File: config.mk
export PLATFORM = sky130hd
export DESIGN_NAME = enc_rr_128_7
export DESIGN_NICKNAME = d
export VERILOG_FILES = /design/src/rtl/enc_rr_128_7.sv
export SDC_FILE = /design/constraint.sdc
export NUM_CORES = 1
export LEC_CHECK = 0
export BUFFER_PORTS_ARGS = -buffer_cell sky130_fd_sc_hd__buf_2
export CAP_MARGIN = 15
export CORE_MARGIN = 2
export CORE_UTILIZATION = 35
export CTS_CLUSTER_SIZE = 14
export DETAILED_ROUTE_END_ITERATION = 10
export PLACE_DENSITY = 0.59
export SETUP_SLACK_MARGIN = 0.02
export SLEW_MARGIN = 10
export SYNTH_ARGS = -nofsm -noshare
export SYNTH_HDL_FRONTEND = slang
export SYNTH_SLANG_ARGS = --single-unit
File: constraint.sdc
create_clock -name clk -period 3.26 [get_ports clk]
set_clock_uncertainty 0.05 [all_clocks]
set_input_delay 0.326 -clock clk [delete_from_list [all_inputs] [get_ports clk]]
set_output_delay 0.326 -clock clk [all_outputs]
set_load 0.05 [all_outputs]
File: src/rtl/enc_rr_128_7.sv
`default_nettype none
// ============================================================================
//  Module      : enc_rr_128_7
//  Description : Registered N-to-W request encoder with a valid/ack handshake.
//                Reduces a multi-hot request vector to one binary index plus
//                a one-hot echo, and holds the grant until it is acknowledged.
//                Optional macro ENC_RR_PRIORITY_EN selects round-robin
//                arbitration; without it the lowest set index always wins.
//  Revision    : 1.0 - initial release
// ============================================================================
module enc_rr_128_7 #(
    parameter int N = 128,
    parameter int W = 7
) (
    input  logic         clk,
    input  logic         rst,
    input  logic [N-1:0] req,
    input  logic         ack,
    output logic         grant_valid,
    output logic [W-1:0] grant_idx,
    output logic [N-1:0] grant_onehot,
    output logic         busy
);

    localparam logic [0:0] c_ST_IDLE  = 1'b0;
    localparam logic [0:0] c_ST_GRANT = 1'b1;

    logic [0:0]   state_q,  state_d;
    logic         valid_q,  valid_d;
    logic [W-1:0] idx_q,    idx_d;
    logic [N-1:0] onehot_q, onehot_d;

    // Scan start position; constant zero in the fixed-priority build.
    logic [W-1:0] w_ptr;

`ifdef ENC_RR_PRIORITY_EN
    logic [W-1:0] ptr_q, ptr_d;
    assign w_ptr = ptr_q;
`else
    assign w_ptr = '0;
`endif

    // Winner search signals.
    logic [N-1:0] w_mask;
    logic [N-1:0] w_req_hi;
    logic         w_hi_found;
    logic [W-1:0] w_hi_idx;
    logic         w_any_found;
    logic [W-1:0] w_any_idx;
    logic [W-1:0] w_win_idx;
    logic         w_req_any;

    // Keep only requests at or above the pointer for the first scan.
    assign w_mask    = ~((N'(1) << w_ptr) - N'(1));
    assign w_req_hi  = req & w_mask;
    assign w_req_any = |req;

    // Lowest set bit of the masked vector (upper segment of the ring).
    always_comb begin
        w_hi_found = 1'b0;
        w_hi_idx   = '0;
        for (int i = N - 1; i >= 0; i--) begin
            if (w_req_hi[i]) begin
                w_hi_found = 1'b1;
                w_hi_idx   = W'(i);
            end
        end
    end

    // Lowest set bit of the full vector, used when the upper segment is empty.
    always_comb begin
        w_any_found = 1'b0;
        w_any_idx   = '0;
        for (int i = N - 1; i >= 0; i--) begin
            if (req[i]) begin
                w_any_found = 1'b1;
                w_any_idx   = W'(i);
            end
        end
    end

    // Upper segment wins when non-empty; otherwise wrap to the bottom.
    assign w_win_idx = w_hi_found ? w_hi_idx : (w_any_found ? w_any_idx : '0);

    // State and output registers with synchronous reset.
    always_ff @(posedge clk) begin
        if (rst) begin
            state_q  <= c_ST_IDLE;
            valid_q  <= 1'b0;
            idx_q    <= '0;
            onehot_q <= '0;
`ifdef ENC_RR_PRIORITY_EN
            ptr_q    <= '0;
`endif
        end else begin
            state_q  <= state_d;
            valid_q  <= valid_d;
            idx_q    <= idx_d;
            onehot_q <= onehot_d;
`ifdef ENC_RR_PRIORITY_EN
            ptr_q    <= ptr_d;
`endif
        end
    end

    // Next-state: IDLE leaves on any request, GRANT leaves on ack.
    always_comb begin
        state_d = state_q;
        case (state_q)
            c_ST_IDLE:  if (w_req_any) state_d = c_ST_GRANT;
            c_ST_GRANT: if (ack)       state_d = c_ST_IDLE;
            default:                   state_d = c_ST_IDLE;
        endcase
    end

    // Output/datapath next values: load winner in IDLE, freeze until ack in GRANT.
    always_comb begin
        valid_d  = valid_q;
        idx_d    = idx_q;
        onehot_d = onehot_q;
`ifdef ENC_RR_PRIORITY_EN
        ptr_d    = ptr_q;
`endif
        case (state_q)
            c_ST_IDLE: begin
                if (w_req_any) begin
                    valid_d  = 1'b1;
                    idx_d    = w_win_idx;
                    onehot_d = N'(1) << w_win_idx;
                end else begin
                    valid_d  = 1'b0;
                    idx_d    = '0;
                    onehot_d = '0;
                end
            end
            c_ST_GRANT: begin
                if (ack) begin
                    valid_d  = 1'b0;
                    idx_d    = '0;
                    onehot_d = '0;
`ifdef ENC_RR_PRIORITY_EN
                    // Natural W-bit wrap: N-1 rolls over to 0.
                    ptr_d    = idx_q + W'(1);
`endif
                end
            end
            default: begin
                valid_d  = 1'b0;
                idx_d    = '0;
                onehot_d = '0;
            end
        endcase
    end

    assign grant_valid  = valid_q;
    assign grant_idx    = idx_q;
    assign grant_onehot = onehot_q;
    assign busy         = (state_q == c_ST_GRANT);

endmodule
`default_nettype wire

==> metrics.csv <==
metric,value,unit
status,finished clean,
clkLatencyLatePin,410,ps
start_util,35.7,%
multi_input_area,3490,sq um
cts_buffer_depth,2,
antenna_found_initial,0,
cts_tree,yes,
synth_top_cell_area_share,42.8,%
die_x,139,um
tns,0,ps
grt_pass1_wl,35800,um
cp-end-kind,flop,
drt-vias-per-instance,5.28,
hp-class,in2reg,
port_buffers,267,
slew_violations,0,
postCtsSetupRepairBufs,0,
synth_edf_count,0,
cts_resized,0,
slew_headroom,49.8,%
cts_buffers,17,
period_share,85.6,%
hold_buffers,0,
clock.fmax,358,MHz
drive_gt1_share,32.4,%
required,3500,ps
ys.flop_type,dfxtp_1,
setup.worst_path.class,in2reg,
total_power,3870,uW
avgSynthCellArea,7.93,sq um
ant_nets,0,
diodes,0,
start_kind,input port,
synthTopCellsByCount,"167 x nand2_1, 137 x dfxtp_1, 104 x o21ai_0, 57 x nor2_1, 41 x nor4_1",
rsz0062_at_grt,no,
p_leak,0.00373,uW
synth_cells,809,
cp_max_fo,8,
io_pins,268,
place_congestion,0.877,
finalHoldViolations,0,
syn2layout_area_growth,37.6,%
wirelength,22500,um
power_density,439,nW/um^2
seq_area,2740,sq um
synth-async-reset-ratio,0,%
htree_levels,4,
dieHeight,139,um
slowest_delay,570,ps
crit_path_cell_trace,buf_2 > or4_4 > or4b_4 > nor4_1 > nand2_1 > o2111a_1 > and2_1 > nand2_1 > o21ai_0,
row_count,49,
drt_iter0_drc,482,
design_area,8820,sq um
syn-num-nets,940,
setup_violations,0,
fin_nets,1241,
grt.overflow.total,0,
synth-seq-area-share,42.8,%
critPathTopFamily,simple AND/OR/NAND/NOR gates,
avgRoutedWirePerCell,16.7,um
core,18000,sq um
ys_ff_latch,137,
dieArea,19400,sq um
synthTopCellsByArea,"dfxtp_1 43%, nand2_1 9.8%, o21ai_0 8.1%",
synth_area_leader_cell,dfxtp_1,
grt.total_usage,22.9,%
placed_area,8260,sq um
crit_buf_inv,1,
drv_cap,0,
fin_util,49.1,%
worst_slew_pin_slew,745,ps
synth.most_common_cell,nand2_1,
worstPathArrival,3030,ps
synth.distinct_cells,70,
grt_start_max_net_pins,82,
layout_min_cycle_time,2790,ps
synth_area,6410,sq um
clkSinkCount,137,
cts_root_buf,clkbuf_16,
dp_slack,27.4,ps
nFillCells,1837,
cpMostUsedCell,nand2_1,
drc,0,
grt_pass1_vias,6816,
peakVddDrop,0.279,mV
clk_pin_slew,60,ps
dp_hpwl,17900,um
fin_ws,469,ps
yosysWarnings,0,
first_pass_iters,4,
num_vias,7139,
critPathSlowestCell,or4b_4,
==> cell usage in the layout (no fill, tap or decap), types with 4 or more instances in the layout <==
master,n
nor2_1,57
nand2_1,167
clkbuf_16,17
buf_2,267
inv_1,19
and3_1,4
o311ai_0,4
nand4_1,8
and2_1,7
nand2b_1,4
dfxtp_1,137
o21a_1,7
nor3_1,22
a22oi_1,4
o21ai_0,104
a2111oi_0,7
o31ai_1,6
a21oi_1,17
o21ai_1,33
nor2b_1,10
o21bai_1,7
o211ai_1,6
nand3_1,19
nor4_1,41
a22o_1,6
buf_4,39
and4_1,7
a211oi_1,6
or4_1,9
==> worst min-delay path: cells and delay by family <==
| kind | cells | cell delay [ps] |
|---|---|---|
| simple gates | 1 | 90 |
| buf+inv | 1 | 80 |
| compound gates | 1 | 50 |
==> per-stage QoR <==
step | std cells | hold slack, ps
after floorplan | 809 | 458
after detailed placement | 1320 | 388
after CTS | 1351 | 130
final | 1351 | 140
after global routing | 1351 | 166
after global placement | 1320 | 383
==> routing by layer <==
layer  routed length (um)  track usage, %  share of wire [%]  vias to the layer above
met5                    0               0                  0                        -
met1                 9990            29.8                 44                     3263
met2                10500            37.7                 47                      262
li1                     -               -                  -                     3581
met4                  568            7.71                2.5                        0
met3                 1440            4.82                6.4                       33
==> flip-flops by register name, indices dropped and copies added, names as in the netlist <==
| register | count |
|---|---|
| busy | 1 |
| grant_idx | 7 |
| grant_onehot | 128 |
| grant_valid | 1 |
==> worst paths after layout <==
| path | depth (start not counted) | start | endpoint | slack [ps] |
|---|---|---|---|---|
| worst max-delay path | 9 | req[112] | grant_onehot[61]$_SDFFE_PP0P_ | 470 |
| worst min-delay path | 3 | ack | grant_idx[6]$_SDFFE_PP0P_ | 140 |
| worst max register to register | 5 | busy$_SDFF_PP0_ | grant_onehot[18]$_SDFFE_PP0P_ | 1130 |
| worst min register to register | 2 | grant_onehot[3]$_SDFFE_PP0P_ | grant_onehot[3]$_SDFFE_PP0P_ | 400 |
==> power breakdown <==
part | switching, uW | total, uW | leakage (uW) | internal (uW)
sequential | 4.80 | 1690 | 0.00110 | 1680
combinational | 229 | 366 | 0.00236 | 138
clock | 747 | 1820 | 0.000270 | 1070
==> final cells by class <==
class,instances,area share (%)
clock inverters,13,1.39
repair buffers,308,18.9
well taps,229,3.25
inverters,19,0.808
clock buffers,18,4.98
flip-flops and latches,137,31.1
multi-input cells,627,39.6
==> cells by family (layout without fill, tap and decap cells) <==
logic type	Yosys count	after routing	share of synthesized area (%)
AND/OR/NAND/NOR	385	385	30.7
AO/OA/AOI/OAI	242	242	23.6
flip-flops	137	137	42.8
buffers and inverters	45	358	2.91
Note: power is estimated with default switching activity, not from simulation.
